$ cat src/rtl/vga_timing_gen.sv
// VGA raster timing generator: pixel/line counters with registered,
// zero-skew sync and blank outputs plus a per-frame pulse and counter.
module vga_timing_gen #(
  parameter int unsigned H_ACTIVE = 640,
  parameter int unsigned H_FP     = 16,
  parameter int unsigned H_SYNC   = 96,
  parameter int unsigned H_BP     = 48,
  parameter int unsigned V_ACTIVE = 480,
  parameter int unsigned V_FP     = 10,
  parameter int unsigned V_SYNC   = 2,
  parameter int unsigned V_BP     = 33
) (
  input  logic       vga_clk,
  input  logic       reset_n,
  input  logic       en,
  output logic       hs,
  output logic       vs,
  output logic       blank,
  output logic [9:0] DrawX,
  output logic [9:0] DrawY,
  output logic       frame_start,
  output logic [7:0] frame_count
);

  localparam logic [9:0] H_TOTAL  = 10'(H_ACTIVE + H_FP + H_SYNC + H_BP);
  localparam logic [9:0] V_TOTAL  = 10'(V_ACTIVE + V_FP + V_SYNC + V_BP);
  localparam logic [9:0] H_LAST   = 10'(H_ACTIVE + H_FP + H_SYNC + H_BP - 1);
  localparam logic [9:0] V_LAST   = 10'(V_ACTIVE + V_FP + V_SYNC + V_BP - 1);
  localparam logic [9:0] H_VIS    = 10'(H_ACTIVE);
  localparam logic [9:0] V_VIS    = 10'(V_ACTIVE);
  localparam logic [9:0] HS_FIRST = 10'(H_ACTIVE + H_FP);
  localparam logic [9:0] HS_LAST  = 10'(H_ACTIVE + H_FP + H_SYNC - 1);
  localparam logic [9:0] VS_FIRST = 10'(V_ACTIVE + V_FP);
  localparam logic [9:0] VS_LAST  = 10'(V_ACTIVE + V_FP + V_SYNC - 1);

  logic [9:0] r_x;
  logic [9:0] r_y;
  logic       r_hs;
  logic       r_vs;
  logic       r_blank;
  logic       r_frame_start;
  logic [7:0] r_frame_count;

  logic [9:0] w_x_nxt;
  logic [9:0] w_y_nxt;
  logic       w_x_wrap;
  logic       w_frame_wrap;
  logic       w_hs_nxt;
  logic       w_vs_nxt;
  logic       w_blank_nxt;

  // Next counter position and sync/blank decode of that position, so the
  // registered outputs line up with the registered counters.
  always_comb begin
    w_x_wrap     = (r_x == H_LAST);
    w_frame_wrap = w_x_wrap && (r_y == V_LAST);
    w_x_nxt      = w_x_wrap ? '0 : r_x + 10'd1;
    w_y_nxt      = r_y;
    if (w_x_wrap) begin
      w_y_nxt = (r_y == V_LAST) ? '0 : r_y + 10'd1;
    end
    w_hs_nxt    = !((w_x_nxt >= HS_FIRST) && (w_x_nxt <= HS_LAST));
    w_vs_nxt    = !((w_y_nxt >= VS_FIRST) && (w_y_nxt <= VS_LAST));
    w_blank_nxt = (w_x_nxt < H_VIS) && (w_y_nxt < V_VIS);
  end

  // Counters, decoded outputs and frame bookkeeping; everything holds when
  // disabled except the frame pulse, which drops.
  always_ff @(posedge vga_clk or negedge reset_n) begin
    if (!reset_n) begin
      r_x           <= '0;
      r_y           <= '0;
      r_hs          <= 1'b1;
      r_vs          <= 1'b1;
      r_blank       <= 1'b1;
      r_frame_start <= 1'b0;
      r_frame_count <= '0;
    end else if (en) begin
      r_x           <= w_x_nxt;
      r_y           <= w_y_nxt;
      r_hs          <= w_hs_nxt;
      r_vs          <= w_vs_nxt;
      r_blank       <= w_blank_nxt;
      r_frame_start <= w_frame_wrap;
      r_frame_count <= r_frame_count + 8'(w_frame_wrap);
    end else begin
      r_frame_start <= 1'b0;
    end
  end

  assign DrawX       = r_x;
  assign DrawY       = r_y;
  assign hs          = r_hs;
  assign vs          = r_vs;
  assign blank       = r_blank;
  assign frame_start = r_frame_start;
  assign frame_count = r_frame_count;

  // Keep the totals referenced for readability of the wrap points above.
  logic w_unused_totals;
  assign w_unused_totals = ^{H_TOTAL, V_TOTAL};

endmodule
$ cat config.mk
export PLATFORM = sky130hd
export DESIGN_NAME = vga_timing_gen
export DESIGN_NICKNAME = d
export VERILOG_FILES = /design/src/rtl/vga_timing_gen.sv
export SDC_FILE = /design/constraint.sdc
export NUM_CORES = 1
export LEC_CHECK = 0
export CORE_MARGIN = 1
export CORE_UTILIZATION = 25
export CTS_CLUSTER_DIAMETER = 30
export DETAILED_ROUTE_END_ITERATION = 8
export HOLD_SLACK_MARGIN = 0.15
export PLACE_DENSITY_LB_ADDON = 0.05
export SLEW_MARGIN = 40
export SYNTH_ARGS = -nofsm -noshare
export SYNTH_HDL_FRONTEND = slang
export SYNTH_SLANG_ARGS = --single-unit
$ cat constraint.sdc
create_clock -name vga_clk -period 2.3 [get_ports vga_clk]
set_clock_uncertainty 0.1 [all_clocks]
set_input_delay 0.575 -clock vga_clk [delete_from_list [all_inputs] [get_ports vga_clk]]
set_output_delay 0.575 -clock vga_clk [all_outputs]
set_load 0.01 [all_outputs]
Word-level counts from Yosys, hierarchy flattened
Cells that the tools add are included.

Eq/ne operators: 2. $mul: 0. Reductions and logical operators: 6. Bitwise logic cells: 0. Muxes and demuxes: 4. Shift-type cells: 0. Add/sub/neg operators: 3. Div/mod/pow operators: 0. $lt $le $gt $ge: 6.

Operators with widths (number): 2-to-1 mux 10 bit (3); adder 10 x 1 -> 10 bit, second input constant (2); equality test 10 bit, second input constant (2); >= comparator 10 bit, second input constant (1); >= comparator 10 x 9 -> 1 bit, second input constant (1); <= comparator 10 bit, second input constant (1); <= comparator 10 x 9 -> 1 bit, second input constant (1); less-than comparator 10 bit, second input constant (1); less-than comparator 10 x 9 -> 1 bit, second input constant (1); adder 8 x 1 -> 8 bit (1); logical AND 1 bit (4); logical NOT 1 bit (2); 2-to-1 mux 1 bit (1).

ROM bits: 0. Register bits after elaboration: 32. Word-level logic and storage cells: 28. Input port bits: 3. Memories kept: 0. Output and inout port bits: 32. RAM bits: 0. Latch bits: 0.

Depth between registers and ports, before layout
Gate-level depths: netlist of run 1.

Depth in word-level cells: 6. Gate-level depth with buffers: 9. Gate-level depth less buffers: 9.

Worst setup path after synthesis of run 1
OpenSTA, ideal clock, no wires.

Path kind: register to register. Start point: register r_y[7], in the netlist DrawY[7]. End point: register r_frame_count[1], in the netlist frame_count[1]. Cell stages (with the launch flop): 7. Buffers on the path: 0. Required time: 2075 ps. Slack: -266 ps. Library setup time: 125 ps. Clock period less this slack: 2566 ps. Arrival: 2341 ps. Cell sequence: dfrtp_1 or4b_1 or4_4 nor2_1 ha_1 ha_1 mux2_2.

Word-level cells in the longest chain between the ends: 3.

Ends and longest elaborated chain: start, declared (RTL line 37) `logic [9:0] r_y;`; start signal, assigned (RTL line 80) `r_y <= w_y_nxt;`; equality test 10 bit (RTL line 56) `w_frame_wrap = w_x_wrap && (r_y == V_LAST);`; logical AND 1 bit (RTL line 56); adder 8 x 1 -> 8 bit (RTL line 85) `r_frame_count <= r_frame_count + 8'(w_frame_wrap);`; end signal, assigned (RTL line 85); end, declared (RTL line 42) `logic [7:0] r_frame_count;`.

No other way between the ends. A chain may end at the register's enable or synchronous reset.

Worst setup path after layout of run 1
Start point: register r_y[8], in the netlist DrawY[8]. End point: register r_frame_count[3], in the netlist frame_count[3].

Same word-level chain as after synthesis.

==> impl_metrics.csv, run 1 <==
group,metric,value,unit
worst_hold_path,holdCritPathClass,"reg2reg",
global_route,grt_usage,14.80,%
logic_synthesis,ys.flop_type,"dfrtp_1",
global_route,grt_use_met1,20.06,%
floorplanning,row_count,31,
pwr,leakagePower,1.131,nW
clock_tree,clkTransAtPathRegs,0.07,ns
sta,max_slew.worst_pin.slew,0.4812,ns
sta,max_freq,0.4320,GHz
cells_and_area,fin_nets,288,
critical_path,critPathLaunch,"DrawY[8]$_DFFE_PN0P_",
critical_path,start_kind,"register",
detailed_routing,drc_errors,0,
logic_synthesis,synth.distinct_cells,46,
clock_tree,cts-root-buf,"clkbuf_8",
floorplanning,core_area,7370,um2
status,status,"finished with violations",
place,dp.cells,370,
critical_path,crit_path_end_kind,"register",
critical_path,worstRegToRegCells,7,
detailed_routing,via_per_inst,4.868,
run,cap_violations,0,
global_route,grt_use_met3,2.961,%
logic_synthesis,synthCells,214,
cells_and_area,register_area,808.3,um2
critical_path,arrival,2.38,ns
sta,hold_violations,0,
logic_synthesis,synth_seq_area_share,41.51,%
floorplanning,dieArea,8108,um2
critical_path,crit_fanout,3,
floorplanning,die_x,90.05,um
logic_synthesis,synth_enable_flop_cells,0,
place,hpwl,4.078,mm
global_route,grt_max_degree,33,
sta,finalMaxSlewViolations,0,
place,io_buffers,34,
global_route,top_usage_layer,"met2",
cells_and_area,stdcell_count,379,
floorplanning,initial_core_util,26.30,%
global_route,antenna_found_initial,0,
sta,slew-limit-headroom,67.62,%
critical_path,r2r_slack,-0.01,ns
cells_and_area,nFillCells,762,
global_route,grt_pass1_vias,1881,
logic_synthesis,netlist_top_cells_area,"dfrtp_1 (37%), nand2_1 (5.0%), xnor2_1 (5.0%)",
global_route,grt_overflow,0,
clock_tree,clock_sinks,32,
clock_tree,htreeDepth,2,
clock_tree,numCtsBuffers,5,
cells_and_area,syn_to_final_growth,44.42,%
critical_path,critPathRequiredTime,2.37,ns
place,gp_congestion,0.7933,
sta,post-route-period-util,100.6,%
cells_and_area,final_util,37.98,%
logic_synthesis,syn_avg_cell_area,9.057,um2
clock_tree,tritoncts,"done",
detailed_routing,wl_per_cell,14.87,um
cells_and_area,drive_gt1_share,25.00,%
detailed_routing,drtPass1Iterations,4,
detailed_routing,wl,5.637,mm
global_route,grt_pass1_wl,9.639,mm
sta,rsz0062_at_grt,"yes",
clock_tree,cts_buffer_depth,2,
logic_synthesis,yosysTopAreaCell,"dfrtp_1",
critical_path,r2r_start,"DrawY[8]$_DFFE_PN0P_",
detailed_routing,drtIter0Drc,75,
logic_synthesis,synth_nets,223,
worst_hold_path,hp-start,"frame_count[7]$_DFFE_PN0P_",
critical_path,criticalPathCategory,"reg2reg",
detailed_routing,dr_total_vias,1845,
sta,fin_ws,-0.01481,ns
floorplanning,die_h,90.05,um
pwr,ir_worst_vdd,0.2116,mV
status,violations,"negative setup slack",
clock_tree,cts_hold_buf,0,
worst_hold_path,hold-path-endpoint,"frame_count[7]$_DFFE_PN0P_",
clock_tree,insertion_delay,0.28,ns
logic_synthesis,synth_top_area_share,37.44,%
logic_synthesis,yosysWarnings,0,
pwr,power,1.747,mW
detailed_routing,detail-route-antenna-nets,0,
sta,layout_min_cycle_time,2.315,ns
pwr,power.density,624.0,nW/um2
sta,setup_violations,1,
cells_and_area,diodes,0,
logic_synthesis,syn_area,1938,um2
logic_synthesis,async_reset_ff_share,100.0,%
critical_path,timing.rr.end,"frame_count[3]$_DFFE_PN0P_",
cells_and_area,multi_input_area,1115,um2
logic_synthesis,ys_ff_latch,32,
floorplanning,ioPinCount,35,
worst_hold_path,min_path_cells,1,
global_route,grt_use_met2,24.11,%
==> synth_stat cells (all sizes together), types with 2 or more instances <==
cell type	instances
dfrtp	29
o31ai	7
inv	7
or3	5
dfstp	3
a21oi	8
nand3	10
or4	5
nor2	15
o32ai	2
mux2i	2
nor4	5
nand4	7
ha	6
nand2	26
xor2	4
and2	2
and3	5
nand2b	3
clkbuf	7
xnor2	11
mux2	2
buf	7
nor3	3
a31oi	5
o21ai	15
==> where the power goes <==
| part | internal [mW] | switching, mW | leakage, nW |
|---|---|---|---|
| clock network | 0.273 | 0.216 | 0.0515 |
| registers | 0.615 | 0.0394 | 0.404 |
| logic | 0.294 | 0.309 | 0.675 |
==> logic make-up (layout without fill, tap and decap cells) <==
family                   Yosys count  count (layout)  share of synthesized area (%)
multiplexers                       4               4                          2.195
AND/OR/NAND/NOR                   89              89                          24.85
flip-flops                        32              32                          41.51
adder cells (fa/ha/maj)            6               6                          3.873
XOR/XNOR                          15              15                          6.778
AO/OA/AOI/OAI                     47              47                          15.75
buffers and inverters             21              87                          5.036
==> flip-flops by register name, indices dropped and copies added, names as in the netlist <==
register     count
frame_start      1
DrawX           10
hs               1
DrawY           10
blank            1
vs               1
frame_count      8
==> area by class of cell <==
| class | instances | area share, % |
|---|---|---|
| inverter | 7 | 0.9388 |
| sequential | 32 | 28.88 |
| clock buffer | 8 | 3.576 |
| multi-input combinational | 161 | 39.83 |
| timing repair buffer | 72 | 22.35 |
| tap | 99 | 4.426 |
==> critical path: stages (launching register included) <==
cell     delay (ns)
dfrtp_1        0.38
or4b_4         0.54
or4_4          0.46
nor2_4         0.11
ha_4           0.15
nand4_1        0.17
buf_4          0.19
xnor2_1        0.11
==> repair_timing <==
item / 4_1_cts / 5_1_grt
setup endpoints to repair: 11 / 7
setup buffers: 1 / 0
pin swaps: 2 / 3
gates resized for setup: 9 / 3
==> how the worst max path moves through the flow <==
| stage | to | slack [ns] | cells past startpoint |
|---|---|---|---|
| after CTS | frame_count[7]$_DFFE_PN0P_ | -0.04 | 7 |
| after global routing | frame_count[5]$_DFFE_PN0P_ | -0.13 | 7 |
| after floorplan | frame_count[1]$_DFFE_PN0P_ | -0.1 | 6 |
| final | frame_count[3]$_DFFE_PN0P_ | -0.01 | 7 |
| after global placement | DrawY[3]$_DFFE_PN0P_ | -0.29 | 6 |
| after detailed placement | DrawY[3]$_DFFE_PN0P_ | -0.32 | 6 |
==> through the flow <==
| stage | setup WS [ns] | hold slack, ns | setup TNS, ns | area, um2 |
|---|---|---|---|---|
| after floorplan | -0.09771 | 0.1794 | -0.1763 | 1969 |
| after global placement | -0.2944 | 0.3564 | -2.046 | 2630 |
| after detailed placement | -0.3161 | 0.3625 | -2.098 | 2630 |
| after CTS | -0.04093 | 0.3710 | -0.06446 | 2785 |
| after global routing | -0.1252 | 0.3808 | -0.4220 | 2799 |
| final | -0.01481 | 0.3628 | -0.01481 | 2799 |
==> cells in the final DEF, fill, tap and decap left out, types with 4 or more instances in the layout <==
cell type	Yosys	routed
inv_1	7	7
o31ai_1	7	7
and3_1	5	5
nand2_1	26	26
clkbuf_8	0	7
clkdlybuf4s50_1	0	34
a21oi_1	8	6
dfrtp_1	29	26
buf_4	0	38
o21ai_0	15	15
xnor2_1	11	11
xor2_1	4	4
nand3_1	10	10
a31oi_1	5	5
nand4_1	6	6
nor4_1	5	5
nor2_1	15	13
==> layer usage <==
layer	share of wire, %	vias to the layer above	wire (um)
met1	48	910	2686
met4	0.66	0	37
met5	0	-	0
met3	2.6	2	149
met2	49	29	2764
li1	-	904	-
Note: power is estimated with default switching activity, not from simulation.
==> run 2, diff against run 1 <==
- CORE_MARGIN: 1 -> 2
==> run 2 against run 1 <==
The run still ends with negative setup slack left. Wire length is 0.51% higher. Critical endpoint unchanged. Sequential share of layout area shrank 0.13 points. Largest cell class unchanged. Final area rose by 0.45%.
==> impl_metrics.csv, run 2 (same netlist as run 1, synthesis figures left out) <==
group,metric,value,unit
status,violations,"negative setup slack",
clock_tree,tritoncts,"done",
detailed_routing,via_per_inst,4.758,
critical_path,slowest_delay,0.53,ns
pwr,switchingPower,589.5,uW
sta,setup_violations,2,
global_route,grt_overflow,0,
run,cap_violations,0,
clock_tree,cts_hold_buf,0,
sta,max_freq,0.4308,GHz
sta,max_slew.worst_pin.slew,0.5366,ns
pwr,p_int,1.112,mW
place,hpwl,4.070,mm
cells_and_area,drive_gt1_share,26.24,%
pwr,comb_power_share,34.8,%
floorplanning,die_h,92.05,um
clock_tree,clkTransAtPathRegs,0.08,ns
sta,finalMaxSlewViolations,0,
floorplanning,ioPinCount,35,
status,status,"finished with violations",
detailed_routing,wl_per_cell,14.76,um
clock_tree,clock_sinks,32,
critical_path,path_delay_family,"simple AND/OR/NAND/NOR gates",
clock_tree,cts-root-buf,"clkbuf_8",
floorplanning,die_x,92.05,um
pwr,power.density,605.3,nW/um2
clock_tree,htreeDepth,2,
cells_and_area,mostFrequentLayoutCells,"buf_4 (40), clkdlybuf4s50_1 (34), dfrtp_1 (26), nand2_1 (26), o21ai_0 (15)",
cells_and_area,final_util,36.96,%
detailed_routing,drc_errors,0,
floorplanning,initial_core_util,25.48,%
sta,hold_violations,0,
detailed_routing,wl,5.666,mm
global_route,grt_pass1_vias,1861,
clock_tree,numCtsBuffers,5,
sta,layout_min_cycle_time,2.321,ns
pwr,leakagePower,1.139,nW
critical_path,start_kind,"register",
cells_and_area,layout_commonest_cell,"buf_4",
cells_and_area,stdcell_count,384,
global_route,grt_pass1_wl,9.632,mm
place,io_buffers,34,
place,dp.cells,374,
cells_and_area,syn_to_final_growth,45.06,%
cells_and_area,fin_nets,290,
critical_path,crit_slowest_cell,"or4b_4",
detailed_routing,detail-route-antenna-nets,0,
pwr,clkPwrFrac,26.6,%
floorplanning,row_count,32,
floorplanning,dieArea,8472,um2
pwr,power,1.702,mW
clock_tree,insertion_delay,0.29,ns
sta,fin_ws,-0.02102,ns
critical_path,crit_path_end_kind,"register",
pwr,p_seq_share,38.6,%
global_route,antenna_found_initial,0,
clock_tree,cts_buffer_depth,2,
worst_hold_path,holdCritPathClass,"reg2reg",
critical_path,criticalPathCategory,"reg2reg",
cells_and_area,nFillCells,806,
cells_and_area,diodes,0,
place,gp_congestion,0.7569,
detailed_routing,dr_total_vias,1827,
detailed_routing,drtPass1Iterations,4,
sta,rsz0062_at_grt,"yes",
global_route,grt_usage,14.29,%
critical_path,r2r_slack,-0.02,ns
critical_path,crit_fanout,3,
sta,post-route-period-util,100.9,%
floorplanning,core_area,7607,um2
pwr,ir_worst_vdd,0.1856,mV
pwr,switching_share,34.64,%
sta,slew-limit-headroom,63.90,%
critical_path,cp.buffers_inverters,1,
detailed_routing,drtIter0Drc,50,
global_route,grt_max_degree,33,
critical_path,arrival,2.40,ns
critical_path,critPathRequiredTime,2.38,ns
critical_path,crit_chain,"or4b_4 > or4_4 > nor2_4 > ha_4 > nand4_1 > buf_4 > xnor2_2",
[run 2: changes by cell type in the layout (fill, tap and decap cells not counted), sizes merged]
cell / before / now
clkbuf: 8 / 5
buf: 38 / 40
clkinvlp: 0 / 2
clkinv: 0 / 1
[run 2: per-stage QoR]
step / instance area (um2) / setup WS, ns / setup TNS [ns] / hold WS [ns]
after floorplan: 1969 / -0.09771 / -0.1763 / 0.1794
after global placement: 2641 / -0.2250 / -1.725 / 0.3683
after detailed placement: 2641 / -0.2530 / -1.876 / 0.3627
after CTS: 2773 / -0.01038 / -0.02008 / 0.3810
after global routing: 2811 / -0.07810 / -0.4225 / 0.3972
final: 2811 / -0.02102 / -0.02404 / 0.3737
[run 2: per-layer routing]
metal,vias up,track usage (%),part of all wire [%]
met5,-,0,0
met4,0,3.109,0.97
met3,4,3.369,3.5
met2,39,22.24,46
met1,876,20.17,49
li1,908,-,-
[run 2: layout make-up]
class                   count  area (um2)  share of cell area (%)
clock buffers               5       68.82                   2.448
clock inverters             3       23.77                  0.8456
inverters                   7       26.28                  0.9346
multi-input cells         161        1116                   39.70
flip-flops and latches     32       808.3                   28.75
well taps                 102       127.6                   4.539
repair buffers             74       640.6                   22.79
[run 2: power by group through the flow]
stage / clock (mW) / combinational, mW / sequential, mW
floorplan: 0 / 0.283 / 0.694
global placement: 0 / 0.592 / 0.667
detailed placement: 0 / 0.590 / 0.667
CTS: 0.479 / 0.592 / 0.657
global route: 0.501 / 0.660 / 0.666
finish: 0.453 / 0.592 / 0.657
[run 2: path summary, 6_finish.rpt]
| kind | from | end | cells after the start |
|---|---|---|---|
| worst max-delay path | DrawY[8]$_DFFE_PN0P_ | frame_count[3]$_DFFE_PN0P_ | 7 |
| worst min-delay path | frame_count[7]$_DFFE_PN0P_ | frame_count[7]$_DFFE_PN0P_ | 1 |
| max in group asynchronous | reset_n | vs$_DFFE_PN1P_ | 2 |
| min in group asynchronous | reset_n | DrawX[2]$_DFFE_PN0P_ | 2 |
| worst min register to register | frame_count[7]$_DFFE_PN0P_ | frame_count[7]$_DFFE_PN0P_ | 1 |
| worst max register to register | DrawY[8]$_DFFE_PN0P_ | frame_count[3]$_DFFE_PN0P_ | 7 |
[run 2: what timing repair did]
item	CTS	global route
hold endpoints to repair	0	0
buffers inserted	2	0
resized for setup	5	8
endpoints found under the setup margin	7	14
pin swaps	1	6
